### src/rtl/mem_stage_sram.sv
// Memory stage of the pipeline, backed by a 16-bit wide external SRAM.
// A 32-bit load or store becomes two halfword phases (low half, then high
// half). Each phase holds its address/data for WAIT_CYCLES cycles. While an
// access is in flight, ready is low and the upstream pipeline is frozen.
module mem_stage_sram #(
    parameter int          WAIT_CYCLES = 2,
    parameter logic [31:0] BASE_ADDR   = 32'd1024
) (
    input  logic        clk,
    input  logic        rst,

    input  logic        wb_en_in,
    input  logic        mem_r_en_in,
    input  logic        mem_w_en_in,
    input  logic [31:0] alu_res_in,
    input  logic [31:0] val_rm_in,
    input  logic [3:0]  dest_in,

    output logic        wb_en,
    output logic        mem_r_en,
    output logic [31:0] alu_res,
    output logic [3:0]  dest,
    output logic [31:0] mem_data,
    output logic        ready,

    output logic [17:0] sram_addr,
    output logic [15:0] sram_dq_out,
    output logic        sram_dq_oe,
    input  logic [15:0] sram_dq_in,
    output logic        sram_we_n
);

    typedef enum logic [2:0] {
        IDLE,
        RD_LO,
        RD_HI,
        WR_LO,
        WR_HI,
        DONE
    } state_t;

    // Final value of the wait counter within a phase.
    localparam logic [3:0] LAST_CNT = 4'(WAIT_CYCLES - 1);

    state_t      state;
    state_t      state_next;
    logic [3:0]  wait_cnt;
    logic        wait_done;
    logic        in_access;
    logic [16:0] word_idx;

    // Only bits [18:2] of (alu_res_in - BASE_ADDR) matter. They are formed
    // from the upper slices directly, with the borrow out of bits [1:0]
    // folded in, so the result is exact without a full 32-bit subtract.
    assign word_idx = alu_res_in[18:2] - BASE_ADDR[18:2]
                    - 17'(alu_res_in[1:0] < BASE_ADDR[1:0]);

    assign wait_done = (wait_cnt == LAST_CNT);
    assign in_access = (state == RD_LO) || (state == RD_HI) ||
                       (state == WR_LO) || (state == WR_HI);

    // The pass-through signals ignore the FSM completely.
    assign wb_en    = wb_en_in;
    assign mem_r_en = mem_r_en_in;
    assign alu_res  = alu_res_in;
    assign dest     = dest_in;

    // State register; reset aborts any access in flight.
    always_ff @(posedge clk or posedge rst) begin
        if (rst) begin
            state <= IDLE;
        end else begin
            state <= state_next;
        end
    end

    // Phase wait counter: restarts at zero whenever a state is entered.
    always_ff @(posedge clk or posedge rst) begin
        if (rst) begin
            wait_cnt <= '0;
        end else if (state_next != state) begin
            wait_cnt <= '0;
        end else if (in_access) begin
            wait_cnt <= wait_cnt + 4'd1;
        end else begin
            wait_cnt <= '0;
        end
    end

    // Next-state logic and SRAM/handshake outputs. Defaults describe an idle bus.
    always_comb begin
        state_next  = state;
        ready       = 1'b0;
        sram_addr   = '0;
        sram_dq_out = '0;
        sram_dq_oe  = 1'b0;
        sram_we_n   = 1'b1;

        case (state)
            IDLE: begin
                if (mem_w_en_in) begin
                    state_next = WR_LO;
                end else if (mem_r_en_in) begin
                    state_next = RD_LO;
                end else begin
                    ready = 1'b1;
                end
            end

            RD_LO: begin
                sram_addr = {word_idx, 1'b0};
                if (wait_done) begin
                    state_next = RD_HI;
                end
            end

            RD_HI: begin
                sram_addr = {word_idx, 1'b1};
                if (wait_done) begin
                    state_next = DONE;
                end
            end

            WR_LO: begin
                sram_addr   = {word_idx, 1'b0};
                sram_dq_out = val_rm_in[15:0];
                sram_dq_oe  = 1'b1;
                sram_we_n   = 1'b0;
                if (wait_done) begin
                    state_next = WR_HI;
                end
            end

            WR_HI: begin
                sram_addr   = {word_idx, 1'b1};
                sram_dq_out = val_rm_in[31:16];
                sram_dq_oe  = 1'b1;
                sram_we_n   = 1'b0;
                if (wait_done) begin
                    state_next = DONE;
                end
            end

            DONE: begin
                ready      = 1'b1;
                state_next = IDLE;
            end

            default: begin
                state_next = IDLE;
            end
        endcase
    end

    // Load result register: each half is captured on the last cycle of its
    // read phase and held at all other times, including during writes.
    always_ff @(posedge clk or posedge rst) begin
        if (rst) begin
            mem_data <= '0;
        end else if ((state == RD_LO) && wait_done) begin
            mem_data[15:0] <= sram_dq_in;
        end else if ((state == RD_HI) && wait_done) begin
            mem_data[31:16] <= sram_dq_in;
        end
    end

endmodule

### config.mk
export PLATFORM = sky130hd
export DESIGN_NAME = mem_stage_sram
export DESIGN_NICKNAME = d
export VERILOG_FILES = /design/src/rtl/mem_stage_sram.sv
export SDC_FILE = /design/constraint.sdc
export NUM_CORES = 1
export LEC_CHECK = 0
export CORE_MARGIN = 1
export CORE_UTILIZATION = 32
export CTS_CLUSTER_SIZE = 12
export DETAILED_ROUTE_END_ITERATION = 7
export GPL_TIMING_DRIVEN = 1
export PLACE_DENSITY = 0.79
export SLEW_MARGIN = 20
export SYNTH_ARGS = -nofsm -noshare
export SYNTH_HDL_FRONTEND = slang
export SYNTH_SLANG_ARGS = --single-unit
### constraint.sdc
create_clock -name clk -period 2.2 [get_ports clk]
set_clock_uncertainty 0.2 [all_clocks]
set_input_delay 0.22 -clock clk [delete_from_list [all_inputs] [get_ports clk]]
set_output_delay 0.22 -clock clk [all_outputs]
set_load 0.01 [all_outputs]
# Word-level counts from Yosys, hierarchy flattened
# Index checks and enable logic that the tools add are counted.
dict set report classes {
  n_addsub 3
  n_lt_le_gt_ge 1
  n_eq_ne 7
  n_mux 15
  bitwise 1
  n_reduce_logical 10
}
# op n
set op_table {}
lappend op_table {{$pmux 18 s2} 1}
lappend op_table {{$pmux 16 s2} 1}
lappend op_table {{$sub 17x1->17} 1}
lappend op_table {{$sub 17x9->17 const B} 1}
lappend op_table {{$mux 3} 5}
lappend op_table {{$pmux 3 s4} 1}
lappend op_table {{$mux 4} 2}
lappend op_table {{$eq 3x2->1 const B} 2}
lappend op_table {{$eq 3x3->1 const B} 2}
lappend op_table {{$reduce_or 2->1} 3}
lappend op_table {{$add 4x1->4 const B} 1}
lappend op_table {{$eq 4x1->1 const B} 1}
lappend op_table {{$mux 1} 4}
lappend op_table {{$eq 3x1->1 const B} 1}
lappend op_table {{$logic_not 3->1} 1}
lappend op_table {{$logic_or 1x1->1} 3}
lappend op_table {{$ne 3x3->1} 1}
lappend op_table {{$logic_and 1x1->1} 2}
lappend op_table {{$lt 2x1->1 const B} 1}
lappend op_table {{$pmux 1 s2} 1}
lappend op_table {{$reduce_and 2->1} 1}
lappend op_table {{$not 1->1} 1}
dict set report totals {
  register_bits 39
  output_inout_bits 107
  elab_cells 41
}

# Depth between registers and ports, before layout
dict set report depth {
  word_depth 6
  ltp_mapped 9
  ltp_nobuf 7
}

# Least setup slack after synthesis
# No wires, ideal clock.
dict set report synth_path {
  path_kind {flip-flop to flip-flop}
  from {register wait_cnt[1]}
  to {register mem_data[16]}
  setup_ps 125
  t_arrival_ps 1836
  required_time_ps 1875
  setup_slack_ps 39
  path_stages_with_launch 10
  period_less_slack_ps 2161
  path_cell_list {dfrtp_1 -> inv_1 -> ha_1 -> nor3b_4 -> and2b_1 -> nand2_1 -> or2_1 -> buf_6 -> buf_6 -> mux2_4}
}
dict set report synth_between {
  elab_chain_cells 4
}
# element line_no
set synth_lines {}
lappend synth_lines {{start, declared} 47} ;# logic [3:0] wait_cnt;
lappend synth_lines {{start signal, assigned} 84} ;# wait_cnt <= wait_cnt + 4'd1;
lappend synth_lines {{$eq 4x1->1 (*)} 58} ;# assign wait_done = (wait_cnt == LAST_CNT);
lappend synth_lines {{$logic_and 1x1->1} 160} ;# end else if ((state == RD_LO) && wait_done) begin
lappend synth_lines {{$not 1->1 (no source line)} n/a}
lappend synth_lines {{$reduce_and 2->1 (no source line) (*)} n/a}
lappend synth_lines {{end signal, assigned} 163} ;# mem_data[31:16] <= sram_dq_in;
lappend synth_lines {{end, declared} 23} ;# output logic [31:0] mem_data,
# Mark *: on every way between the ends. The rest lies on a longest branch, timed or not.
# A chain may end at the register's enable or synchronous reset.

# Final worst setup path
dict set report layout_path {
  from {input alu_res_in[7]}
  to {output sram_addr[13]}
}
dict set report layout_between {
  elab_chain_cells 3
}
# element line_no
set layout_lines {}
lappend layout_lines {{start, declared} 15} ;# input logic [31:0] alu_res_in,
lappend layout_lines {{$sub 17x9->17} 55} ;# assign word_idx = alu_res_in[18:2] - BASE_ADDR[18:2]
lappend layout_lines {{$sub 17x1->17} 56} ;# - 17'(alu_res_in[1:0] < BASE_ADDR[1:0]);
lappend layout_lines {{$pmux 18 s2} 99} ;# case (state)
lappend layout_lines {{end, declared} 26} ;# output logic [17:0] sram_addr,
# Every way passes these cells.

==> results.json <==
{
  "yosysUniqueCellTypes": 38,
  "worst-path-buf-inv": 4,
  "synth_fp_nets": 368,
  "viasPerCell": 4.81,
  "crit_fanout": 4,
  "dp.cells": 520,
  "ir_drop_mv": 0.788,
  "status": "completed",
  "crit_required_ns": 1.78,
  "ant_nets": 0,
  "min_period_ns": 2.19,
  "finalHoldViolCount": 0,
  "cp_common_cell": "buf_6",
  "wl_per_cell_um": 15.5,
  "yosysSeqAreaShare_pct": 36.4,
  "drt-initial-drc-count": 42,
  "port_buffers": 155,
  "cts_root_buffer": "clkbuf_8",
  "finalSetupViolCount": 0,
  "insertion_delay_ns": 0.29,
  "final_core_util_pct": 61.7,
  "max_stage_delay_ns": 0.24,
  "dr.pass1.iters": 4,
  "cts.sinks": 39,
  "grt_max_degree": 40,
  "cp.arrival_ns": 1.77,
  "area_growth_pct": 82.7,
  "track_usage_pct": 18.2,
  "synth-seq-cells": 39,
  "worst_slew_pin_slew_ns": 0.482,
  "dieArea_mm2": 0.00874,
  "gp_congestion": 0.831,
  "cp-start-kind": "primary input",
  "layout-drive-gt1-share_pct": 36.2,
  "max-slew-margin-rel_pct": 67.9,
  "grt_overflow": 0,
  "dp_hpwl_um": 5920,
  "fp.dieH_um": 93.5,
  "synthCells": 269,
  "start_util_pct": 33.8,
  "instances_no_fill": 541,
  "drcViolationCount": 0,
  "synth_area_mm2": 0.00268,
  "avgSynthCellArea_um2": 9.95,
  "antenna_cells": 0,
  "antenna_found_initial": 0,
  "p_leak_nw": 2.27,
  "cts_buffers": 5,
  "fmax_mhz": 456,
  "design_area_mm2": 0.00489,
  "die_w_um": 93.5,
  "clk_path_buf_depth": 2,
  "cp.depth": 10,
  "hp-class": "primary input to async pin",
  "drt-total-wl_um": 8400,
  "rr_worst_depth": 8,
  "core_mm2": 0.00793,
  "drv_slew": 0,
  "tritoncts": "yes",
  "fp-row-count": 32,
  "worstSetupEndpointType": "primary output",
  "dpl-instance-area_mm2": 0.00437,
  "period_share_pct": 99.7,
  "synth-warning-count": 0,
  "htree_levels": 2,
  "crit_type": "primary input to primary output",
  "grt_pass1_wl_um": 12500,
  "fin_hold_ws_ns": 0.145,
  "grt_pass1_vias": 2750,
  "power_density_mw_per_mm2": 1150,
  "drv_cap": 0,
  "vias": 2602,
  "critPathTopFamily": "compound AO/OA/AOI/OAI gates",
  "crit_slowest_cell": "nor2_4",
  "rsz0062_at_grt": "yes",
  "ios": 196,
  "total_power_mw": 5.61,
  "crit_chain": "buf_4 > inv_1 > ha_4 > a21oi_4 > o311ai_4 > nor2_4 > buf_6 > a21oi_2 > a31o_2 > buf_6",
  "nNetsFinal": 537,
  "clkTransAtPathRegs_ns": 0.08
}
-- timing repair --
item / CTS / global route
setup endpoints to repair: 34 / 32
resized for setup: 143 / 46
pin swaps: 15 / 14
cloned: 0 / 1
buffers inserted: 9 / 4
hold buffers: 0 / 0
-- tightest hold or removal path: cells and delay by family --
| kind | cells | cell delay, ns |
|---|---|---|
| buf+inv | 3 | 0.85 |
-- worst paths after layout --
kind | startpoint | to | slack [ns]
max | alu_res_in[7] | sram_addr[13] | 0.006
min | rst | mem_data[6] | 0.15
max reg2reg | wait_cnt[1] | mem_data[22] | 0.11
min reg2reg | mem_data[13] | mem_data[13] | 0.30
max in group asynchronous | rst | wait_cnt[3] | 1.31
min in group clk | alu_res_in[21] | alu_res[21] | 0.24
-- cells in the final DEF (no fill, tap or decap), drive strengths merged, types with 3 or more instances in the layout --
cell	synthesis	final
mux2	32	32
clkbuf	5	8
inv	14	14
buf	43	71
clkdlybuf4s50	0	109
nand2	10	10
nand2b	3	3
nor3	6	6
o21ai	6	6
xor2	5	5
clkdlybuf4s15	0	6
nand3	5	5
nor3b	3	3
xnor2	8	8
a22o	16	16
dfrtp	39	39
dlymetal6s2s	0	6
dlygate4sd2	0	16
a21o	3	3
a21oi	13	13
nor2	25	25
and2	3	3
ha	10	10
a31o	3	3
-- layer usage --
layer	GRT usage [%]	vias to the layer above	wire, um
li1	-	1233	-
met1	18.9	1218	3080
met2	33.8	125	4360
met3	5.45	26	720
met4	7.44	0	234
met5	0	-	0
-- report_power, final --
| part | switching (mW) | leakage, nW | total, mW | internal [mW] |
|---|---|---|---|---|
| clock | 0.246 | 0.0612 | 0.613 | 0.367 |
| combinational | 1.57 | 1.74 | 3.72 | 2.15 |
| sequential | 0.201 | 0.462 | 1.28 | 1.08 |
| total | 2.01 | 2.27 | 5.61 | 3.60 |
-- area by class of cell --
type,count,area (um^2)
Tap cell,102,128
Sequential cell,39,976
Multi-Input combinational cell,168,1620
Inverter,14,57.6
Clock buffer,6,82.6
Timing Repair Buffer,210,1990
Fill cell,625,3040
Clock inverter,2,35.0
-- cells in the mapped netlist --
master     n  area share, %
clkbuf_1   5           0.70
a21boi_0   1           0.28
mux2i_1    1           0.37
xor2_1     5            1.6
or2_1      1           0.23
nand3_1    5           0.93
a31o_2     3           0.98
nor3b_1    2           0.56
buf_2      3           0.56
o211ai_1   1           0.28
ha_1      10            4.7
a211oi_1   2           0.56
nand2_1   10            1.4
o21a_1     1           0.28
mux2_4    10            5.6
buf_4     38             11
nor3_1     6            1.1
a21o_1     3           0.84
dfrtp_1   39             36
o311ai_0   1           0.33
mux2_2    22            9.3
nor2_1    25            3.5
and2_1     3           0.70
o2111a_1   1           0.42
o21ai_0    6            1.1
xnor2_1    8            2.6
nor4_1     2           0.47
a21oi_1   13            2.4
and2b_1    1           0.28
buf_6      2           0.84
nor2b_1    2           0.47
nand2b_1   3           0.70
nand3b_1   1           0.28
inv_1     14            2.0
a32oi_1    1           0.33
a22o_1    16            5.2
nor3b_4    1           0.70
and3_1     1           0.23
-- sequential cells by signal, indices dropped and copies added (netlist names) --
register and count:
state 3, mem_data 32, wait_cnt 4
-- metrics by stage --
step                worst slack, ns  setup TNS [ns]
floorplan                    0.0390               0
global placement             -0.913          -10.58
detailed placement            -1.01          -11.24
CTS                         -0.0113         -0.0205
global route                -0.0566          -0.140
finish                      0.00591               0
-- cell families after synthesis --
family	after synthesis	share of synthesized area, %
muxes	33	15.2
AOI/OAI and AO/OA	49	13.1
adders and majority gates	10	4.67
buffers and inverters	62	14.7
xor gates and xnor gates	13	4.25
and+or+nand+nor	63	11.6
DFF	39	36.4
(Power assumes the default switching activity.)
